`config.mk`:
```
export PLATFORM = sky130hd
export DESIGN_NAME = adc_sample_scheduler
export DESIGN_NICKNAME = d
export VERILOG_FILES = /design/src/rtl/adc_sample_scheduler.sv
export SDC_FILE = /design/constraint.sdc
export NUM_CORES = 1
export LEC_CHECK = 0
export BUFFER_PORTS_ARGS = -buffer_cell sky130_fd_sc_hd__buf_2
export CELL_PAD_IN_SITES_DETAIL_PLACEMENT = 1
export CELL_PAD_IN_SITES_GLOBAL_PLACEMENT = 1
export CORE_ASPECT_RATIO = 0.8
export CORE_MARGIN = 2
export CORE_UTILIZATION = 45
export DETAILED_ROUTE_END_ITERATION = 8
export PLACE_DENSITY = 0.77
export SKIP_LAST_GASP = 1
export SLEW_MARGIN = 30
export SYNTH_ARGS = -nofsm -noshare
export SYNTH_HDL_FRONTEND = slang
export SYNTH_SLANG_ARGS = --single-unit
```
`constraint.sdc`:
```
create_clock -name clk -period 8.3 [get_ports clk]
set_input_delay 0.415 -clock clk [delete_from_list [all_inputs] [get_ports clk]]
set_output_delay 0.415 -clock clk [all_outputs]
set_load 0.005 [all_outputs]
```
`src/rtl/adc_sample_scheduler.sv`:
```
// Periodic ADC conversion scheduler: period timer, trigger/capture FSM and sample FIFO.
// Define ADC_SCHED_TIMEOUT_EN to compile in the WAIT_BUSY watchdog and adc_timeout flag.
module adc_sample_scheduler #(
    parameter int FIFO_DEPTH   = 4,
    parameter int MIN_PERIOD   = 128,
    parameter int BUSY_TIMEOUT = 255
) (
    input  logic        clk,
    input  logic        reset,
    input  logic        run,
    input  logic [15:0] rate_div,
    input  logic        clear_flags,
    output logic        adc_trigger,
    input  logic        adc_busy,
    input  logic [7:0]  adc_sample,
    output logic [7:0]  sample_data,
    output logic        sample_valid,
    input  logic        sample_ready,
    output logic [4:0]  fifo_level,
    output logic        overrun,
    output logic        tick_slip,
    output logic        adc_timeout
);

    // state     | meaning
    // IDLE      | waiting for a tick or a pending tick
    // TRIGGER   | one-cycle conversion-start pulse
    // WAIT_BUSY | waiting for the ADC to raise adc_busy
    // CONVERT   | conversion in progress, waiting for adc_busy to fall
    // CAPTURE   | push the registered sample into the FIFO

    localparam int          AW      = (FIFO_DEPTH > 1) ? $clog2(FIFO_DEPTH) : 1;
    localparam logic [15:0] MIN_P   = 16'(MIN_PERIOD);
    localparam logic [4:0]  DEPTH_L = 5'(FIFO_DEPTH);

    if ((FIFO_DEPTH < 2) || (FIFO_DEPTH > 16) || ((FIFO_DEPTH & (FIFO_DEPTH - 1)) != 0) ||
        (MIN_PERIOD < 1) || (MIN_PERIOD > 65535) || (BUSY_TIMEOUT < 1) || (BUSY_TIMEOUT > 65535))
    begin : g_bad_param
        $error("adc_sample_scheduler: illegal parameter value");
    end

    typedef enum logic [2:0] {
        IDLE,
        TRIGGER,
        WAIT_BUSY,
        CONVERT,
        CAPTURE
    } state_t;

    state_t      state, state_nxt;
    logic [15:0] period, per_cnt;
    logic        tick, pending, slip_set;
    logic        push, pop, full, push_ok, overrun_set, wd_expired;
    logic [7:0]  cap_data;
    logic [7:0]  mem [FIFO_DEPTH];
    logic [AW-1:0] wr_ptr, rd_ptr;
    logic [4:0]  level;

    // Comparing with >= keeps ticks coming if rate_div shrinks below the running count.
    assign period = (rate_div < MIN_P) ? MIN_P : rate_div;
    assign tick   = run && (per_cnt >= period - 16'd1);

    always_ff @(posedge clk) begin
        if (reset) begin
            per_cnt <= '0;
        end else if (!run || tick) begin
            per_cnt <= '0;
        end else begin
            per_cnt <= per_cnt + 16'd1;
        end
    end

    assign slip_set = tick && (state != IDLE) && pending;

    always_ff @(posedge clk) begin
        if (reset) begin
            pending <= 1'b0;
        end else if (!run || (state == IDLE)) begin
            pending <= 1'b0;
        end else if (tick) begin
            pending <= 1'b1;
        end
    end

`ifdef ADC_SCHED_TIMEOUT_EN
    localparam logic [15:0] WD_LOAD = 16'(BUSY_TIMEOUT - 1);
    logic [15:0] wd_cnt;
    logic        timeout_set, timeout_q;

    always_ff @(posedge clk) begin
        if (reset) begin
            wd_cnt <= '0;
        end else if (state == TRIGGER) begin
            wd_cnt <= WD_LOAD;
        end else if ((state == WAIT_BUSY) && (wd_cnt != '0)) begin
            wd_cnt <= wd_cnt - 16'd1;
        end
    end

    assign wd_expired  = (wd_cnt == '0);
    assign timeout_set = (state == WAIT_BUSY) && !adc_busy && wd_expired;

    always_ff @(posedge clk) begin
        if (reset) begin
            timeout_q <= 1'b0;
        end else begin
            timeout_q <= timeout_set | (timeout_q & ~clear_flags);
        end
    end

    assign adc_timeout = timeout_q;
`else
    assign wd_expired  = 1'b0;
    assign adc_timeout = 1'b0;
`endif

    always_ff @(posedge clk) begin
        if (reset) begin
            state <= IDLE;
        end else begin
            state <= state_nxt;
        end
    end

    always_comb begin
        state_nxt = state;
        push      = 1'b0;
        case (state)
            IDLE:      if (run && (tick || pending)) state_nxt = TRIGGER;
            TRIGGER:   state_nxt = WAIT_BUSY;
            WAIT_BUSY: begin
                if (adc_busy) begin
                    state_nxt = CONVERT;
                end else if (wd_expired) begin
                    state_nxt = IDLE;
                end
            end
            CONVERT:   if (!adc_busy) state_nxt = CAPTURE;
            CAPTURE: begin
                push      = 1'b1;
                state_nxt = IDLE;
            end
            default:   state_nxt = IDLE;
        endcase
    end

    assign adc_trigger = (state == TRIGGER);

    // Sample is taken on the cycle adc_busy is first seen low, then pushed from CAPTURE.
    always_ff @(posedge clk) begin
        if (reset) begin
            cap_data <= '0;
        end else if ((state == CONVERT) && !adc_busy) begin
            cap_data <= adc_sample;
        end
    end

    assign full         = (level == DEPTH_L);
    assign sample_valid = (level != 5'd0);
    assign pop          = sample_valid && sample_ready;
    assign push_ok      = push && (!full || pop);
    assign overrun_set  = push && full && !pop;

    always_ff @(posedge clk) begin
        if (reset) begin
            wr_ptr <= '0;
            rd_ptr <= '0;
            level  <= '0;
            for (int i = 0; i < FIFO_DEPTH; i++) begin
                mem[i] <= '0;
            end
        end else begin
            if (push_ok) begin
                mem[wr_ptr] <= cap_data;
                wr_ptr      <= wr_ptr + AW'(1);
            end
            if (pop) begin
                rd_ptr <= rd_ptr + AW'(1);
            end
            case ({push_ok, pop})
                2'b10:   level <= level + 5'd1;
                2'b01:   level <= level - 5'd1;
                default: level <= level;
            endcase
        end
    end

    assign sample_data = mem[rd_ptr];
    assign fifo_level  = level;

    always_ff @(posedge clk) begin
        if (reset) begin
            overrun   <= 1'b0;
            tick_slip <= 1'b0;
        end else begin
            overrun   <= overrun_set | (overrun & ~clear_flags);
            tick_slip <= slip_set | (tick_slip & ~clear_flags);
        end
    end

endmodule

```
# [Word-level counts from Yosys, hierarchy flattened]
# Memories as Yosys holds them, arrays and structs flattened. A register that Yosys moved wholly into a read port is not among the register bits.
# Index checks and enable logic that the tools add are counted.
[totals] regBits=39 ramBits=32 word_cells=75 n_memories=1
[classes] n_addsub=6 n_lt_le_gt_ge=2 n_eq_ne=10 muxes=17 bitwise=5 reduce_logical=25
[memory_table] name="mem" words=4 word_bits=8 rd=1 rd_clocked_by_memory_dff=1 write_ports=4 line="55" rtl="logic [7:0] mem [FIFO_DEPTH];"
[ops] op="16-bit by 1-bit adder with 16-bit output (second input constant)" n=1
[ops] op="16-bit >= comparator" n=1
[ops] op="16-bit by 8-bit less-than comparator with 1-bit output (second input constant)" n=1
[ops] op="16-bit 2-to-1 mux" n=1
[ops] op="16-bit by 1-bit subtractor with 16-bit output (second input constant)" n=1
[ops] op="3-bit one-hot mux with 4 select lines" n=1
[ops] op="5-bit one-hot mux with 2 select lines" n=1
[ops] op="1-bit logical AND" n=9
[ops] op="3-bit 2-to-1 mux" n=3
[ops] op="8-bit 2-to-1 mux" n=1
[ops] op="8-bit OR reduction" n=1
[ops] op="1-bit 2-to-1 mux" n=7
[ops] op="3-bit by 2-bit equality test with 1-bit output (second input constant)" n=2
[ops] op="2-bit 2-to-1 mux" n=3
[ops] op="5-bit by 1-bit adder with 5-bit output (second input constant)" n=1
[ops] op="5-bit by 3-bit equality test with 1-bit output (second input constant)" n=1
[ops] op="5-bit nonzero test" n=1
[ops] op="5-bit by 1-bit subtractor with 5-bit output (second input constant)" n=1
[ops] op="2-bit by 1-bit adder with 2-bit output (second input constant)" n=2
[ops] op="1-bit logical NOT" n=4
[ops] op="1-bit logical OR" n=4
[ops] op="2-bit inequality test (second input constant)" n=2
[ops] op="2-bit OR reduction" n=2
[ops] op="3-bit by 1-bit equality test with 1-bit output (second input constant)" n=1
[ops] op="11 further kinds" n=13

# [Logic depth before layout (Yosys ltp)]
# Gate-level depths: netlist of the first run.
[depth] ltp_word=9 ltp_mapped=16 mapped_depth_nobuf=14

# [Worst setup path before layout of the first run]
# OpenSTA, ideal clock, no wires.
[synth_path] kind="input to register" startpoint="input port rate_div[14]" endpoint="register per_cnt[13]" t_arrival_ps=3513 t_required_ps=8172 slack_ps=4659 path_stages=16 path_buffers=2 cell_sequence="or3_1 -> nor3_2 -> nand2_1 -> clkbuf_1 -> nand2_1 -> ha_1 -> nand3_1 -> nor4_1 -> xnor2_1 -> ha_1 -> nand4_1 -> nor4_1 -> o31ai_1 -> nand4_1 -> clkbuf_1 -> nor2_1"
[synth_between] elab_chain_len=7
[synth_rtl] element="from (decl)" line="11" rtl="input logic [15:0] rate_div,"
[synth_rtl] element="16-bit by 8-bit less-than comparator with 1-bit output" line="60" rtl="assign period = (rate_div < MIN_P) ? MIN_P : rate_div;"
[synth_rtl] element="16-bit 2-to-1 mux (*)" line="60"
[synth_rtl] element="16-bit by 1-bit subtractor with 16-bit output (*)" line="61" rtl="assign tick = run && (per_cnt >= period - 16'd1);"
[synth_rtl] element="16-bit >= comparator (*)" line="61"
[synth_rtl] element="1-bit logical AND (*)" line="61"
[synth_rtl] element="1-bit logical OR (*)" line="66" rtl="end else if (!run || tick) begin"
[synth_rtl] element="2-bit OR reduction (no source line) (*)"
[synth_rtl] element="to (signal assigned)" line="69" rtl="per_cnt <= per_cnt + 16'd1;"
[synth_rtl] element="to (decl)" line="51" rtl="logic [15:0] period, per_cnt;"
# Every way passes the cells marked *; elsewhere a longest branch is shown, timed or not.
# A chain may end at the register's enable or synchronous reset.

# [Final worst setup path of the first run]
[layout_path] startpoint="input port rate_div[14]" endpoint="register state[0]"
[layout_between] elab_chain_len=9
[layout_rtl] element="16-bit by 8-bit less-than comparator with 1-bit output" line="60"
[layout_rtl] element="16-bit 2-to-1 mux (*)" line="60"
[layout_rtl] element="16-bit by 1-bit subtractor with 16-bit output (*)" line="61"
[layout_rtl] element="16-bit >= comparator (*)" line="61"
[layout_rtl] element="1-bit logical AND (*)" line="61"
[layout_rtl] element="1-bit logical OR (*)" line="129" rtl="IDLE: if (run && (tick || pending)) state_nxt = TRIGGER;"
[layout_rtl] element="1-bit logical AND (*)" line="129"
[layout_rtl] element="2-bit by 1-bit inequality test with 1-bit output (no source line) (*)"
[layout_rtl] element="3-bit AND reduction (no source line) (*)"
[layout_rtl] element="to (signal assigned)" line="121" rtl="state <= state_nxt;"
[layout_rtl] element="to (decl)" line="50" rtl="state_t state, state_nxt;"
# Marked as above.

==> results of run 1 <==
per-layer routing:
layer  global-route usage, %  up-vias  part of all wire [%]
li1                        -     1388                     -
met1                   26.07     1368                    48
met2                   34.00       48                    47
met3                   5.038       17                   4.1
met4                   6.061        0                   1.5
met5                       0        -                     0
cell type report:
cell class / count / area (um2)
Clock inverter: 7 / 70.07
Fill cell: 966 / 4053
Inverter: 9 / 33.78
Sequential cell: 73 / 1782
Multi-Input combinational cell: 269 / 1976
Tap cell: 112 / 140.1
Timing Repair Buffer: 46 / 230.2
Clock buffer: 9 / 123.9
power groups by stage:
stage / logic [uW] / registers, uW / clock network, uW
5_1_grt: 253 / 434 / 296
3_3_place_gp: 216 / 435 / 0
6_report: 223 / 428 / 278
3_5_place_dp: 225 / 437 / 0
2_1_floorplan: 167 / 419 / 0
4_1_cts: 226 / 429 / 286
cells in the final DEF (no fill, tap or decap), types with 9 or more instances in the layout:
master / count
nand2_1: 18
nand3_1: 10
mux2i_1: 11
and2_1: 32
clkbuf_8: 9
edfxtp_1: 32
dfxtp_1: 41
xor2_1: 13
xnor2_1: 16
nor2_1: 47
inv_1: 9
ha_1: 21
buf_2: 46
how the worst max path moves through the flow:
stage / slack, ns / start / to
floorplan: 4.66 / rate_div[14] / per_cnt[13]$_SDFF_PP0_
global placement: 4.20 / rate_div[14] / per_cnt[2]$_SDFF_PP0_
detailed placement: 3.77 / rate_div[14] / state[0]$_SDFFE_PP0P_
CTS: 4.18 / rate_div[14] / state[0]$_SDFFE_PP0P_
global route: 3.74 / rate_div[14] / per_cnt[9]$_SDFF_PP0_
finish: 4.21 / rate_div[14] / state[0]$_SDFFE_PP0P_
worst max-delay path: cells and delay by family:
family                   cells  cell delay (ns)
XOR/XNOR                     1             0.13
buffers and inverters        1             0.12
AND/OR/NAND/NOR              9             2.56
adder cells (fa/ha/maj)      2             0.57
AO/OA/AOI/OAI                2             0.52
flip-flops by register name, indices dropped and copies added, names as in the netlist, named ones only:
register,flops
rd_ptr,2
pending,1
wr_ptr,2
state,3
fifo_level,5
cap_data,8
tick_slip,1
mem,32
per_cnt,16
overrun,1
Yosys cell counts, drive strengths merged, types with 2 or more instances:
cell type,n,area [um2]
o211a,2,20.02
ha,21,262.8
nor4,8,50.05
or3,3,18.77
nand4,6,37.54
inv,9,33.78
nand3,10,50.05
clkbuf,6,22.52
nor2,48,180.2
nand2b,2,12.51
buf,5,38.78
nor2b,6,45.04
and3,5,31.28
a21oi,6,30.03
dfxtp,41,820.8
xnor2,16,140.1
a21boi,2,18.77
mux2i,11,110.1
nor3b,3,33.78
nor3,9,50.05
o21bai,3,22.52
nand2,18,67.56
edfxtp,32,960.9
or2,3,18.77
xor2,13,113.9
a31oi,2,12.51
o21ai,6,30.03
and2,32,200.2
and3b,2,21.27
mux4,8,180.2
a211oi,5,37.54
per-stage QoR:
step | area [um2] | hold WS, ns | cells | power (uW)
final | 4355 | 0.2940 | 525 | 929.2
after global routing | 4355 | 0.3094 | 525 | 982.2
after floorplan | 3850 | 0.4407 | 362 | 585.9
after global placement | 4159 | 0.4523 | 509 | 651.8
after CTS | 4355 | 0.2855 | 525 | 941.6
after detailed placement | 4161 | 0.4449 | 509 | 661.9
cells by family (layout without fill, tap and decap cells):
| kind of cell | Yosys count | count (layout) | share of synthesized area (%) |
|---|---|---|---|
| other | 1 | 1 | 0.09740 |
| AOI/OAI and AO/OA | 38 | 38 | 7.281 |
| muxes | 19 | 19 | 7.540 |
| buffers and inverters | 20 | 71 | 2.470 |
| and+or+nand+nor | 160 | 160 | 22.39 |
| xor gates and xnor gates | 29 | 29 | 6.597 |
| DFF | 73 | 73 | 46.28 |
| adders and majority gates | 22 | 22 | 7.345 |
==> results.md, run 1 <==
- GRT Residual Overflow: 0
- Setup CP Type: in -> reg
- Syn_nets: ~410
- Final worst path period share: about half
- Reg2Reg Depth: 9
- Mean Syn Cell Area: 10.64 um2
- Worst setup EP type: flip-flop
- Die H: roughly 87 um
- Net switching power: approximately 280 uW
- Worst path cell trace: buf_2 -> or3_1 -> nor3_2 -> nand2_1 -> nand2_1 -> ha_1 -> nand3_1 -> nor4_1 -> xnor2_1 -> ha_1 -> nand4_1 -> nor4_1 -> o31ai_1 -> and3_1 -> a2111oi_0
- Internal Power: 650.0 uW
- Routed vias: between 2000 and 3000
- Maxcap violations: 0
- Actual slew at the worst max-slew pin: about 0.97 ns
- Largest net degree at the start of global routing: 30
- Final Slew Violations: 0
- Pre-CTS WS: roughly 3.8 ns
- Clk_lat worst skew: 0.36 ns
- Hold_buf cts: 0
- Final min period: just over 4 ns
- Row cnt: 30
- Initial Util: 45.79%
- IR drop worst, VDD: roughly 0.16 mV
- Routed Antenna Nets: 0
- Fraction of layout cells with a size suffix above 1: 19.37%
- Worst Hold Endpoint: cap_data[3]$_SDFFE_PP0P_
- Synthesis-to-finish area growth: 13.13%
- Required time worst endpoint: about 8.5 ns
- Clock slew at reported path FFs: 0.09 ns
- Flop-to-flop setup slack: about 5.6 ns
- Setup WS post-layout: around 4.2 ns
- FF-to-FF End: fifo_level[4]$_SDFFE_PP0P_
- Post-cts sizing count: 0
- Post-DP HPWL: about 6400 um
- Tot GR Track Use: about a fifth
- Max Fclk: about 0.24 GHz
- Worst Hold Path Cells: 3
- Post-CTS setup buffers: 0
- TritonCTS Buffers: 9
- Hold Path Class: in -> reg
- PD cells: approximately 210 mW/mm2
- Status: finished, final reports clean
- GPL Wtd Cong: 0.7702
- CP arrival: 4.32 ns
- Drt wl/cell: 16.44 um
- Post-synthesis cell count: around 360
- Sw frac: approximately 30%
- TritonCTS sink count: 73
- CP max-delay cell: or3_1
- RSZ-0062 raised after global routing: no
- H-tree levels: 3
- Gate power share: between 20% and 30%
- CTS tree: yes
- Die Width: around 110 um
- Core area: about 0.0084 mm2
- Nets: 460
- Root Driver: clkbuf_8
- Final Hold Viols: 0
- Avg Vias per Cell: about 5.4
- Ys async rst share: 0%
- Number of global-route vias before repair: around 3000
- Slew headroom: between 30% and 40%
- FF+latch count, synth: 73
- Longest Clk Path Bufs: 2
- Fin util: between 50% and 60%
- Critical path fanouts, max: 11
- Post-synth EDFFs: 32
- Largest stage delay on the critical path: 0.38 ns
- Crit Reg-Reg Startpoint: fifo_level[0]$_SDFFE_PP0P_
- First-pass GRT wire length: between 10000 and 15000 um
- Final setup viols: 0
- Ant diodes: 0
- Io pins: between 40 and 50
- Synth Flop Type: dfxtp_1
- Register area share after synthesis: between 40 and 50%
- DRT Pass-1 Iters: 4
- Final WL: about 8600 um
- Final setup TNS: 0 ns
- Hold path startpoint: adc_sample[3]
- Crit start category: input pin
- Synth Warn #: 0
- Clock share of power: around 30%
- Iteration-0 DRC Markers: 59
- Clock skew: 0.01477 ns
- Number of remaining DRC errors: 0
- Netlist cell types: 59
- IO buf count: 46
- Seq pwr share: ~46%
- Die area: slightly above 0.009 mm2
- Antenna violations before repair: 0
- Pleak: about 0.0017 uW
- Post-Syn Area: 0.003850 mm2
Note: power is estimated with default switching activity, not from simulation.
==> run 2: changes to the inputs <==
- clock period: 8.3 -> 4.3 ns (I/O delays scaled with it)
==> results.md, run 2 (same netlist as run 1, synthesis figures left out) <==
- IO buf count: 46 (unchanged)
- Largest net degree at the start of global routing: 30 (unchanged)
- Core area: 0.008408 mm2 (unchanged)
- Commonest cells after routing, fill and taps aside: nor2_1 (47), buf_2 (46), dfxtp_1 (41)
- PD cells: 412.1 mW/mm2 (+93%)
- Actual slew at the worst max-slew pin: 0.9708 ns (-0.001448 ns)
- Avg Vias per Cell: 5.454 (+1.5%)
- Die H: 86.73 um (unchanged)
- Maxcap violations: 0 (unchanged)
- Synthesis-to-finish area growth: 13.55%
- Crit start category: input pin
- GRT Residual Overflow: 0 (unchanged)
- Fraction of layout cells with a size suffix above 1: 20.00% (+0.63 points)
- Die Width: 107.4 um (unchanged)
- DRT Pass-1 Iters: 4 (unchanged)
- Tot GR Track Use: 20.14% (-0.10 points)
- Power Total: 1802 uW (+94%)
- Final setup TNS: 0 ns (unchanged)
- Post-DP HPWL: 6594 um (+3.1%)
- Die area: 0.009316 mm2 (unchanged)
- Hold Path Class: in -> reg
- Clk_lat worst skew: 0.35 ns (about the same)
- RSZ-0062 raised after global routing: no
- Clock slew at reported path FFs: 0.08 ns (about the same)
- CTS tree: yes
- Iteration-0 DRC Markers: 100 (+69%)
- GPL Wtd Cong: 0.7688 (-0.18%)
- Final Hold Viols: 0 (unchanged)
- TritonCTS sink count: 73 (unchanged)
- Worst setup EP type: flip-flop
- Biggest regs: mem x32, per_cnt x16, cap_data x8
- Post-CTS setup buffers: 0 (unchanged)
- Final min period: 3.478 ns
- TritonCTS Buffers: 9 (unchanged)
- Routed Antenna Nets: 0 (unchanged)
- Slew headroom: 35.14% (+0.097 points)
- Root Driver: clkbuf_8
- Max Fclk: between 0.2 and 0.3 GHz
- Final setup viols: 0 (unchanged)
- Pleak: 0.001716 uW (about the same)
- Final worst path period share: roughly four fifths
- Commonest non-fill, non-tap cell in the layout: nor2_1
- Drt wl/cell: 16.63 um (+1.2%)
- Routed vias: 2874 (+1.9%)
- Nets: 462 (+0.43%)
- Initial Util: 45.79% (unchanged)
- Final Slew Violations: 0 (unchanged)
- First-pass GRT wire length: 14550 um (+1.5%)
- Clock skew: 0.007541 ns (-0.007228 ns)
- Critical path fanouts, max: 11 (unchanged)
- H-tree levels: 3 (unchanged)
- Required time worst endpoint: 4.53 ns (-4.00 ns)
- Most flops, register: mem
- CP arrival: 3.71 ns (-0.61 ns)
- Final WL: 8764 um (+1.6%)
- Status: finished, final reports clean
- Setup CP Type: in -> reg
- Row cnt: 30 (unchanged)
- Io pins: 48 (unchanged)
- Antenna violations before repair: 0 (unchanged)
- Post-cts sizing count: 0 (unchanged)
- Number of global-route vias before repair: 2914 (-0.069%)
- Max reg flops: 32 (unchanged)
- Number of remaining DRC errors: 0 (unchanged)
- Hold_buf cts: 0 (unchanged)
- IR drop worst, VDD: 0.3684 mV (+130%)
- Longest Clk Path Bufs: 2 (unchanged)
- Ant diodes: 0 (unchanged)
-- run 2: cell types whose count changed in the layout (fill, tap and decap cells not counted), sizes merged --
cell,previous run,this run
clkinvlp,0,3
buf,46,48
clkinv,5,3
inv,10,9
-- run 2: power by group --
part / internal [uW] / total (uW) / switching (uW)
Combinational: 224 / 443 / 219
Clock: 266 / 532 / 266
Sequential: 766 / 826 / 60.2
Total: 1260 / 1800 / 545
-- run 2: worst max-delay path: stages --
cell and delay [ns]:
buf_2 0.12, or3_1 0.38, nor3_2 0.16, nand2_1 0.25, nand2_1 0.17, ha_1 0.26, nand3_1 0.18, nor4_1 0.35
xnor2_1 0.11, ha_1 0.30, nand4_1 0.13, nor4_1 0.32, o31ai_1 0.13, and3_1 0.27, a2111oi_0 0.37
-- run 2: worst paths after layout --
check | startpoint | to | slack, ns | depth (start not counted)
setup / recovery | rate_div[14] | state[0]$_SDFFE_PP0P_ | 0.82 | 15
hold / removal | adc_sample[1] | cap_data[1]$_SDFFE_PP0P_ | 0.11 | 3
setup reg to reg | fifo_level[0]$_SDFFE_PP0P_ | fifo_level[4]$_SDFFE_PP0P_ | 1.58 | 9
hold reg to reg | tick_slip$_SDFF_PP0_ | tick_slip$_SDFF_PP0_ | 0.47 | 2
-- run 2: stage by stage --
stage          hold slack (ns)  area (um2)  worst slack [ns]  instances  utilization (%)
2_1_floorplan           0.3624        3850            0.8592        362                -
3_3_place_gp            0.4501        4174            0.5949        511            49.64
3_5_place_dp            0.4449        4177            0.4354        511            49.67
4_1_cts                0.09871        4372            0.7957        527            51.99
5_1_grt                 0.1102        4372            0.4244        527            51.99
6_report                0.1089        4372            0.8225        527            51.99
-- run 2: final cells by class --
type / instances / area [um2]
clock buffer: 9 / 123.9
clock inverter: 7 / 71.32
fill: 952 / 4036
inverter: 9 / 33.78
multi-input combinational: 269 / 1976
sequential: 73 / 1782
tap: 112 / 140.1
timing repair buffer: 48 / 245.2
-- run 2: layer usage --
metal | wire length [um] | GRT usage, %
met1 | 4171 | 26.46
met2 | 4166 | 33.66
met5 | 0 | 0
met3 | 306 | 5.414
met4 | 119 | 4.429
